<file path="src/rtl/mac_result_tx_serializer.sv">
// Captures a MAC result and streams it, optionally behind a header byte, to a
// byte-wide UART transmitter through a start-pulse / tx_busy handshake.
module mac_result_tx_serializer #(
    parameter int          DATA_WIDTH  = 48,
    parameter int          NUM_BYTES   = DATA_WIDTH / 8,
    parameter bit          SEND_HEADER = 1'b1,
    parameter logic [7:0]  HEADER_BYTE = 8'hA5,
    parameter int          ACK_TIMEOUT = 16
) (
    input  logic                  clk,
    input  logic                  reset,
    input  logic [DATA_WIDTH-1:0] data_p,
    input  logic                  result_valid,
    input  logic                  tx_busy,
    output logic                  tx_start_transmission,
    output logic [7:0]            tx_data_in,
    output logic                  ready,
    output logic                  frame_done,
    output logic                  overflow,
    output logic                  ack_timeout_err
);

    localparam int TOTAL = NUM_BYTES + (SEND_HEADER ? 1 : 0);
    localparam int CNT_W = $clog2(TOTAL + 1);
    localparam int TMO_W = $clog2(ACK_TIMEOUT + 1);
    localparam logic [CNT_W-1:0] LAST_BYTE = CNT_W'(TOTAL - 1);
    localparam logic [TMO_W-1:0] TMO_LAST  = TMO_W'(ACK_TIMEOUT - 1);

    typedef enum logic [2:0] {IDLE, START, WAIT_HI, WAIT_LO, DONE} state_t;

    state_t                state_q, state_d;
    logic [DATA_WIDTH-1:0] shift_q, shift_d;
    logic [DATA_WIDTH-1:0] pend_q, pend_d;
    logic                  pend_vld_q, pend_vld_d;
    logic [CNT_W-1:0]      byte_cnt_q, byte_cnt_d;
    logic [TMO_W-1:0]      tmo_q, tmo_d;
    logic                  tx_start_q, tx_start_d;
    logic [7:0]            tx_data_q, tx_data_d;
    logic                  ready_q, ready_d;
    logic                  frame_done_q, frame_done_d;
    logic                  overflow_q, overflow_d;
    logic                  ack_err_q, ack_err_d;
    logic                  is_hdr;

    always_comb begin
        state_d      = state_q;
        shift_d      = shift_q;
        pend_d       = pend_q;
        pend_vld_d   = pend_vld_q;
        byte_cnt_d   = byte_cnt_q;
        tmo_d        = tmo_q;
        tx_start_d   = 1'b0;
        tx_data_d    = tx_data_q;
        frame_done_d = 1'b0;
        overflow_d   = overflow_q;
        ack_err_d    = ack_err_q;
        is_hdr       = SEND_HEADER && (byte_cnt_q == '0);

        // Results arriving mid-frame park in the single pending slot or are lost.
        if (state_q != IDLE && result_valid) begin
            if (!pend_vld_q) begin
                pend_d     = data_p;
                pend_vld_d = 1'b1;
            end else begin
                overflow_d = 1'b1;
            end
        end

        case (state_q)
            IDLE: begin
                if (pend_vld_q) begin
                    shift_d    = pend_q;
                    byte_cnt_d = '0;
                    state_d    = START;
                    pend_vld_d = result_valid;
                    if (result_valid) pend_d = data_p;
                end else if (result_valid) begin
                    shift_d    = data_p;
                    byte_cnt_d = '0;
                    state_d    = START;
                end
            end
            START: begin
                tx_data_d  = is_hdr ? HEADER_BYTE : shift_q[7:0];
                tx_start_d = 1'b1;
                tmo_d      = '0;
                state_d    = WAIT_HI;
            end
            WAIT_HI: begin
                if (tx_busy) begin
                    state_d = WAIT_LO;
                end else if (tmo_q == TMO_LAST) begin
                    // Give up on the acknowledge and move on as if the byte went out.
                    ack_err_d = 1'b1;
                    state_d   = WAIT_LO;
                end else begin
                    tmo_d = tmo_q + 1'b1;
                end
            end
            WAIT_LO: begin
                if (!tx_busy) begin
                    if (byte_cnt_q == LAST_BYTE) begin
                        state_d      = DONE;
                        frame_done_d = 1'b1;
                    end else begin
                        byte_cnt_d = byte_cnt_q + 1'b1;
                        if (!is_hdr) shift_d = shift_q >> 8;
                        state_d = START;
                    end
                end
            end
            DONE:    state_d = IDLE;
            default: state_d = IDLE;
        endcase

        ready_d = (state_d == IDLE) && !pend_vld_d;
    end

    always_ff @(posedge clk) begin
        if (!reset) begin
            state_q      <= IDLE;
            shift_q      <= '0;
            pend_q       <= '0;
            pend_vld_q   <= 1'b0;
            byte_cnt_q   <= '0;
            tmo_q        <= '0;
            tx_start_q   <= 1'b0;
            tx_data_q    <= '0;
            ready_q      <= 1'b1;
            frame_done_q <= 1'b0;
            overflow_q   <= 1'b0;
            ack_err_q    <= 1'b0;
        end else begin
            state_q      <= state_d;
            shift_q      <= shift_d;
            pend_q       <= pend_d;
            pend_vld_q   <= pend_vld_d;
            byte_cnt_q   <= byte_cnt_d;
            tmo_q        <= tmo_d;
            tx_start_q   <= tx_start_d;
            tx_data_q    <= tx_data_d;
            ready_q      <= ready_d;
            frame_done_q <= frame_done_d;
            overflow_q   <= overflow_d;
            ack_err_q    <= ack_err_d;
        end
    end

    assign tx_start_transmission = tx_start_q;
    assign tx_data_in            = tx_data_q;
    assign ready                 = ready_q;
    assign frame_done            = frame_done_q;
    assign overflow              = overflow_q;
    assign ack_timeout_err       = ack_err_q;

endmodule
</file>
<file path="config.mk">
export PLATFORM = sky130hd
export DESIGN_NAME = mac_result_tx_serializer
export DESIGN_NICKNAME = d
export VERILOG_FILES = /design/src/rtl/mac_result_tx_serializer.sv
export SDC_FILE = /design/constraint.sdc
export NUM_CORES = 1
export LEC_CHECK = 0
export ABC_AREA = 1
export BUFFER_PORTS_ARGS = -buffer_cell sky130_fd_sc_hd__buf_2
export CAP_MARGIN = 40
export CELL_PAD_IN_SITES_DETAIL_PLACEMENT = 0
export CELL_PAD_IN_SITES_GLOBAL_PLACEMENT = 1
export CORE_ASPECT_RATIO = 0.6
export CORE_UTILIZATION = 41
export DETAILED_ROUTE_END_ITERATION = 16
export GPL_ROUTABILITY_DRIVEN = 0
export PLACE_DENSITY = 0.79
export SLEW_MARGIN = 20
export SYNTH_ARGS = -nofsm -noshare
export SYNTH_HDL_FRONTEND = slang
export SYNTH_SLANG_ARGS = --single-unit
</file>
<file path="constraint.sdc">
create_clock -name clk -period 1.79 [get_ports clk]
set_input_delay 0.179 -clock clk [delete_from_list [all_inputs] [get_ports clk]]
set_output_delay 0.179 -clock clk [all_outputs]
set_load 0.02 [all_outputs]
</file>
-- Word level (Yosys, flattened, before mapping)
Index checks and enable logic that the tools add are counted.
- register bits after elaboration: 121
- latch bits: 0
- bits in writable memories: 0
- bits in read-only memories: 0
- output and inout bits: 13
- memories: 0
- add/sub/neg operators: 2
- $mul: 0
- div/mod/pow operators: 0
- order comparisons: 0
- equality and inequality tests: 11
- shift-type cells: 0
- mux-type cells: 32
- bitwise gates (word level): 3
- reductions and logical operators: 15
- operators with widths (kind ; count):
    $mux W48 ; 10
    $pmux W48 S2 ; 1
    $mux W3 ; 10
    $pmux W3 S4 ; 1
    $mux W5 ; 2
    $ne A2 B2 Y1 const B ; 5
    $pmux W5 S2 ; 1
    $logic_not A3 Y1 ; 3
    $mux W8 ; 1
    $eq A3 B2 Y1 const B ; 2
    $pmux W3 S2 ; 1
    $reduce_and A3 Y1 ; 2
    $add A5 B1 Y5 const B ; 1
    $eq A5 B4 Y1 const B ; 1
    $mux W1 ; 5
    $reduce_and A5 Y1 ; 1
    $reduce_and A4 Y1 ; 1
    $reduce_bool A2 Y1 ; 2
    $add A3 B1 Y3 const B ; 1
    $eq A3 B1 Y1 const B ; 1
    $eq A3 B3 Y1 const B ; 1
    $ne A3 B3 Y1 const B ; 1
    $not A1 Y1 ; 3
    $reduce_bool A3 Y1 ; 1
    other kinds (4) ; 5

-- Logic depth before layout (Yosys ltp)
- depth in word-level cells: 7
- gate-level depth with buffers: 11
- depth with buffers taken out: 11

-- Least setup slack after synthesis
No wires, ideal clock.
- path type: reg2reg
- start point: reg byte_cnt_q[0]
- end point: reg shift_q[23]
- library setup time: 0.113 ns
- arrival: 1.410 ns
- required time: 1.677 ns
- setup slack: 0.267 ns
- stages on the path, launching flop included: 11
- path buffers: 1
- clock period less this slack: 1.523 ns
- cells stage by stage: dfxtp_1 -> inv_1 -> ha_1 -> inv_1 -> nor2_1 -> o21ai_1 -> nand3_2 -> buf_2 -> nand2_1 -> nand2_1 -> nor2_1
- cells in the longest elaborated chain, start to end: 3
- elaborated cells between the ends (all ways): 5
- those cells by class: eq/ne: 3; reduce/logical: 2
- RTL lines (element ; line ; text):
    from (decl) ; 35 ; logic [CNT_W-1:0] byte_cnt_q, byte_cnt_d;
    from (signal assigned) ; 138 ; byte_cnt_q <= byte_cnt_d;
    $eq A3 B3 Y1 or $logic_not A3 Y1 (tied branches) ; 102, 57 ;
    $ne A2 B2 Y1 (no line) ; - ;
    $reduce_and A5 Y1 (no line) * ; - ;
    to (signal assigned) ; 135 ; shift_q <= shift_d;
    to (decl) ; 32 ; logic [DATA_WIDTH-1:0] shift_q, shift_d;
Mark *: on every way between the ends. The rest lies on a longest branch, timed or not.
A chain may end at the register's enable or synchronous reset.

-- Worst setup path after layout
- start point: reg byte_cnt_q[0]
- end point: reg shift_q[0]
Same word-level chain as after synthesis.

==> out/results.txt <==
Summed over all cells, the static leakage comes to 3.64 nW. After detailed routing, the average wire length per cell comes to 12.9 um. The final period demand of the worst path was 1.65 ns. The global router's overall resource usage was 21.9%. The detail route stage leaves a number of antenna-violating nets equal to 0.

The overall die height was 98.0 um. Count of final hold-check violations: 0. The logs give 0.0124 ns for the worst hold slack and 0 for the number of diodes. The length in cells of the worst reg-to-reg path was 10; the slack of the worst reg-to-reg path was 0.14 ns. The worst setup path is of the reg2reg kind. The tools report the number of cell rows as 34.

In the synthesized netlist the async set-or-reset flop fraction comes to 0%. The net count of the finished layout is 1130. For the total of max-cap violations, the log shows 0. The tools report the combinational cell fraction of total power as 26.9%. Net count after synthesis: 1080. For the number of slew-limit violations in the final report, the log shows 0. The critical path's slowest cell is dfxtp_1. Dividing the synthesized area by the synthesized cell count gives 6.15 um2. The post-route clock period utilization is 92.2%. The wire-length estimate of the detail-placed layout is 10900 um. TritonCTS built the clock tree. The tools report the buffer cell driving the clock tree root as clkbuf_16.

The logs give 1023 for the post-synthesis instance total and 37.5% for the sequential group share of total power. Reg-to-reg critical path startpoint: byte_cnt_q[0]. The layout has 1558 filler cells. The maximum achievable frequency came out at 606 MHz. The most used flip-flop cell after synthesis is dfxtp_1. The flow ran to the end, and the final reports show no timing, DRC or antenna violations. The worst setup path is launched from a flip-flop.

Relative to the synthesized area, the layout overhead comes to 18.1%. The worst slew margin relative to its limit was 72.2%. The tools report the first-pass GRT wire length as 27700 um.

Summing over every cut layer, the via total after detailed routing is 6041. The number of synthesized flops with an enable pin was 0; the first-pass iteration count of the detailed router was 6. Setup violations remaining at the end of the flow were counted as 0.

The endpoint of the worst hold path was pend_q[7]. Placeable core region: 14700 um2. The violation count after the first detailed-routing iteration is 468, and the relative contribution of the clock network to total power is 35.6%. During synthesis, Yosys emitted a total of 0 warnings. Setup repair after global routing could not meet its margin everywhere. The run gives 42.8% as the effective utilization at floorplan. The post-CTS setup repair buffer count is 0. The netlist area before placement is 6290 um2. Using the TritonRoute via totals, the vias-per-cell ratio works out to 4.71. CTS built an H-tree with a depth of 4. The final clock skew was 0.00917 ns. The tools report the initial antenna violation count as 0. The placed instances occupy a cell area of 6880 um2. The worst flop-to-flop path endpoint is shift_q[0]. Counting every sink on the clock net gives 121.

The cell repeated most along the worst path was nand2_1. From left edge to right edge, the die measures 162 um. The run gives 2 as the maximum count of clock buffers along a single path. The run gives 64 as the largest net degree at the start of global routing. The remaining design rule violation count is 0, and the clock latency on the worst-skew pair is 0.41 ns.

The total of buffers placed on input and output ports came out at 64. Clock tree synthesis inserted a total of 17 buffers. Summed over all nets, the switching power comes to 2.99 mW. The biggest cell delay along the critical path is 0.37 ns, and the number of instances on the worst hold path is 3. The launch point of the worst hold path is data_p[7]. The run gives 5528 as the via count of the first global-routing pass. The power consumption came out at 8.84 mW.

The final wirelength is 16500 um. Count of buffer and inverter cells on the critical path: 2. The min-delay analysis places its worst path in the category in2reg.

Aggregate global routing overflow: 0. Traced cell by cell, the critical path runs through inv_1 -> ha_1 -> nand2_1 -> nand2_1 -> nand2_2 -> nand3_2 -> buf_4 -> nand2_1 -> nand2_1 -> nor2_1. The kind of cell with the highest combined delay along the critical path is simple AND/OR/NAND/NOR gates.

Cells with a size suffix above 1 make up 13.1% of the layout. The number of ports placed on the die boundary was 65; the area of the die was 15900 um2. STA classifies the critical path endpoint as a flip-flop.

The largest voltage drop on the vdd net is 0.537 mV. The fraction of the yosys area taken by sequential cells is 38.5%, and the cell internal power dissipation is 5.84 mW. The number of distinct standard cells referenced by the synthesized netlist was 28; the post-layout instance area was 7430 um2. Of the total power, the share spent switching nets is 33.9%. The flip-flop and latch count after synthesis is 121, and the arrival time at the worst endpoint is 1.99 ns. Clock-pin slew was measured on the worst setup and hold paths at 0.06 ns. Power spread over the standard cell area amounts to 1190 nW/um2. The maximum net fanout on the critical path was 27.

The critical path data required time was 2.13 ns. For the pin with the worst max-slew slack, the measured transition is 0.413 ns.
==> worst max path at each step <==
stage | start | end | cells after the start
2_1_floorplan | byte_cnt_q[0] | shift_q[23] | 10
3_3_place_gp | byte_cnt_q[0] | shift_q[25] | 9
3_5_place_dp | byte_cnt_q[0] | shift_q[0] | 10
4_1_cts | byte_cnt_q[0] | shift_q[0] | 10
5_1_grt | byte_cnt_q[0] | shift_q[13] | 10
6_report | byte_cnt_q[0] | shift_q[0] | 10
==> registers in the layout (all words and copies together) (netlist names), named ones only <==
name and count:
overflow 1, tx_data_in 8, byte_cnt_q 3, ack_timeout_err 1, pend_q 40, state_q 3, tx_start_transmission 1, ready 1
pend_vld_q 1, tmo_q 5, frame_done 1, shift_q 48
==> metal layers <==
| metal | GRT usage, % | share of wire (%) | up-vias |
|---|---|---|---|
| met5 | 0 | 0 | - |
| met4 | 6.68 | 0.77 | 0 |
| met3 | 3.61 | 5.1 | 11 |
| met2 | 31.5 | 39 | 154 |
| met1 | 33.1 | 55 | 2594 |
| li1 | - | - | 3282 |
==> cells by family (layout without fill, tap and decap cells) <==
kind of cell / after synthesis / in the layout / share of synthesized area, %
adders and majority gates: 5 / 5 / 0.994
xor gates and xnor gates: 1 / 1 / 0.139
buffers and inverters: 142 / 204 / 9.74
DFF: 121 / 121 / 38.5
and+or+nand+nor: 607 / 607 / 38.8
AOI/OAI and AO/OA: 147 / 147 / 11.8
==> cell usage after synthesis, types with 4 or more instances <==
master / count / area (um2)
nand2_1: 395 / 1480
nor2_1: 130 / 488
dfxtp_1: 121 / 2420
o21ai_0: 86 / 430
inv_1: 79 / 297
a21oi_1: 54 / 270
nand3_1: 51 / 255
buf_2: 25 / 125
clkbuf_1: 22 / 82.6
or2_2: 7 / 43.8
buf_4: 5 / 37.5
ha_1: 5 / 62.6
nand3b_1: 5 / 37.5
buf_1: 4 / 15.0
buf_6: 4 / 45.0
nand2_2: 4 / 25.0
o31ai_1: 4 / 30.0
==> what timing repair did <==
item,CTS,global route
resized for setup,0,1
endpoints found under the hold margin,2,0
setup endpoints to repair,0,7
hold buffers,2,0
==> power groups by stage <==
| stage | clock network [mW] | registers (mW) | logic [mW] |
|---|---|---|---|
| 3_5_place_dp | 0 | 3.37 | 2.36 |
| 4_1_cts | 3.20 | 3.31 | 2.38 |
| 5_1_grt | 3.33 | 3.36 | 2.75 |
| 6_report | 3.14 | 3.32 | 2.38 |
| 2_1_floorplan | 0 | 3.36 | 1.73 |
| 3_3_place_gp | 0 | 3.36 | 2.37 |
==> layout make-up <==
| class | instances | area (um2) | area share [%] |
|---|---|---|---|
| clock inverters | 13 | 106 | 1.43 |
| well taps | 198 | 248 | 3.33 |
| inverters | 82 | 308 | 4.14 |
| repair buffers | 91 | 653 | 8.78 |
| multi-input cells | 760 | 3270 | 43.9 |
| flip-flops and latches | 121 | 2420 | 32.6 |
| clock buffers | 18 | 429 | 5.77 |
==> cell usage in the layout (no fill, tap or decap), types with 6 or more instances in the layout <==
| cell | count |
|---|---|
| nand2_1 | 394 |
| nor2_1 | 130 |
| dfxtp_1 | 120 |
| o21ai_0 | 86 |
| inv_1 | 79 |
| buf_2 | 64 |
| a21oi_1 | 54 |
| nand3_1 | 50 |
| clkbuf_16 | 17 |
| buf_4 | 15 |
| buf_12 | 10 |
| or2_2 | 7 |
| clkinv_2 | 6 |
==> worst reg2reg max path, cell delays in order (launching register included) <==
cell and delay, ns:
dfxtp_1 0.37, inv_1 0.10, ha_1 0.20, nand2_1 0.12
nand2_1 0.08, nand2_2 0.11, nand3_2 0.13, buf_4 0.25
nand2_1 0.10, nand2_1 0.05, nor2_1 0.09
==> metrics by stage <==
stage               TNS (ns)  instances  setup WS (ns)  util, %
global placement           0       1250          0.220     46.7
floorplan                  0       1023          0.267        -
global route         -0.0591       1283        -0.0190     50.5
CTS                        0       1283          0.150     50.5
finish                     0       1283          0.139     50.5
detailed placement         0       1250          0.169     46.7
Note: power is estimated with default switching activity, not from simulation.
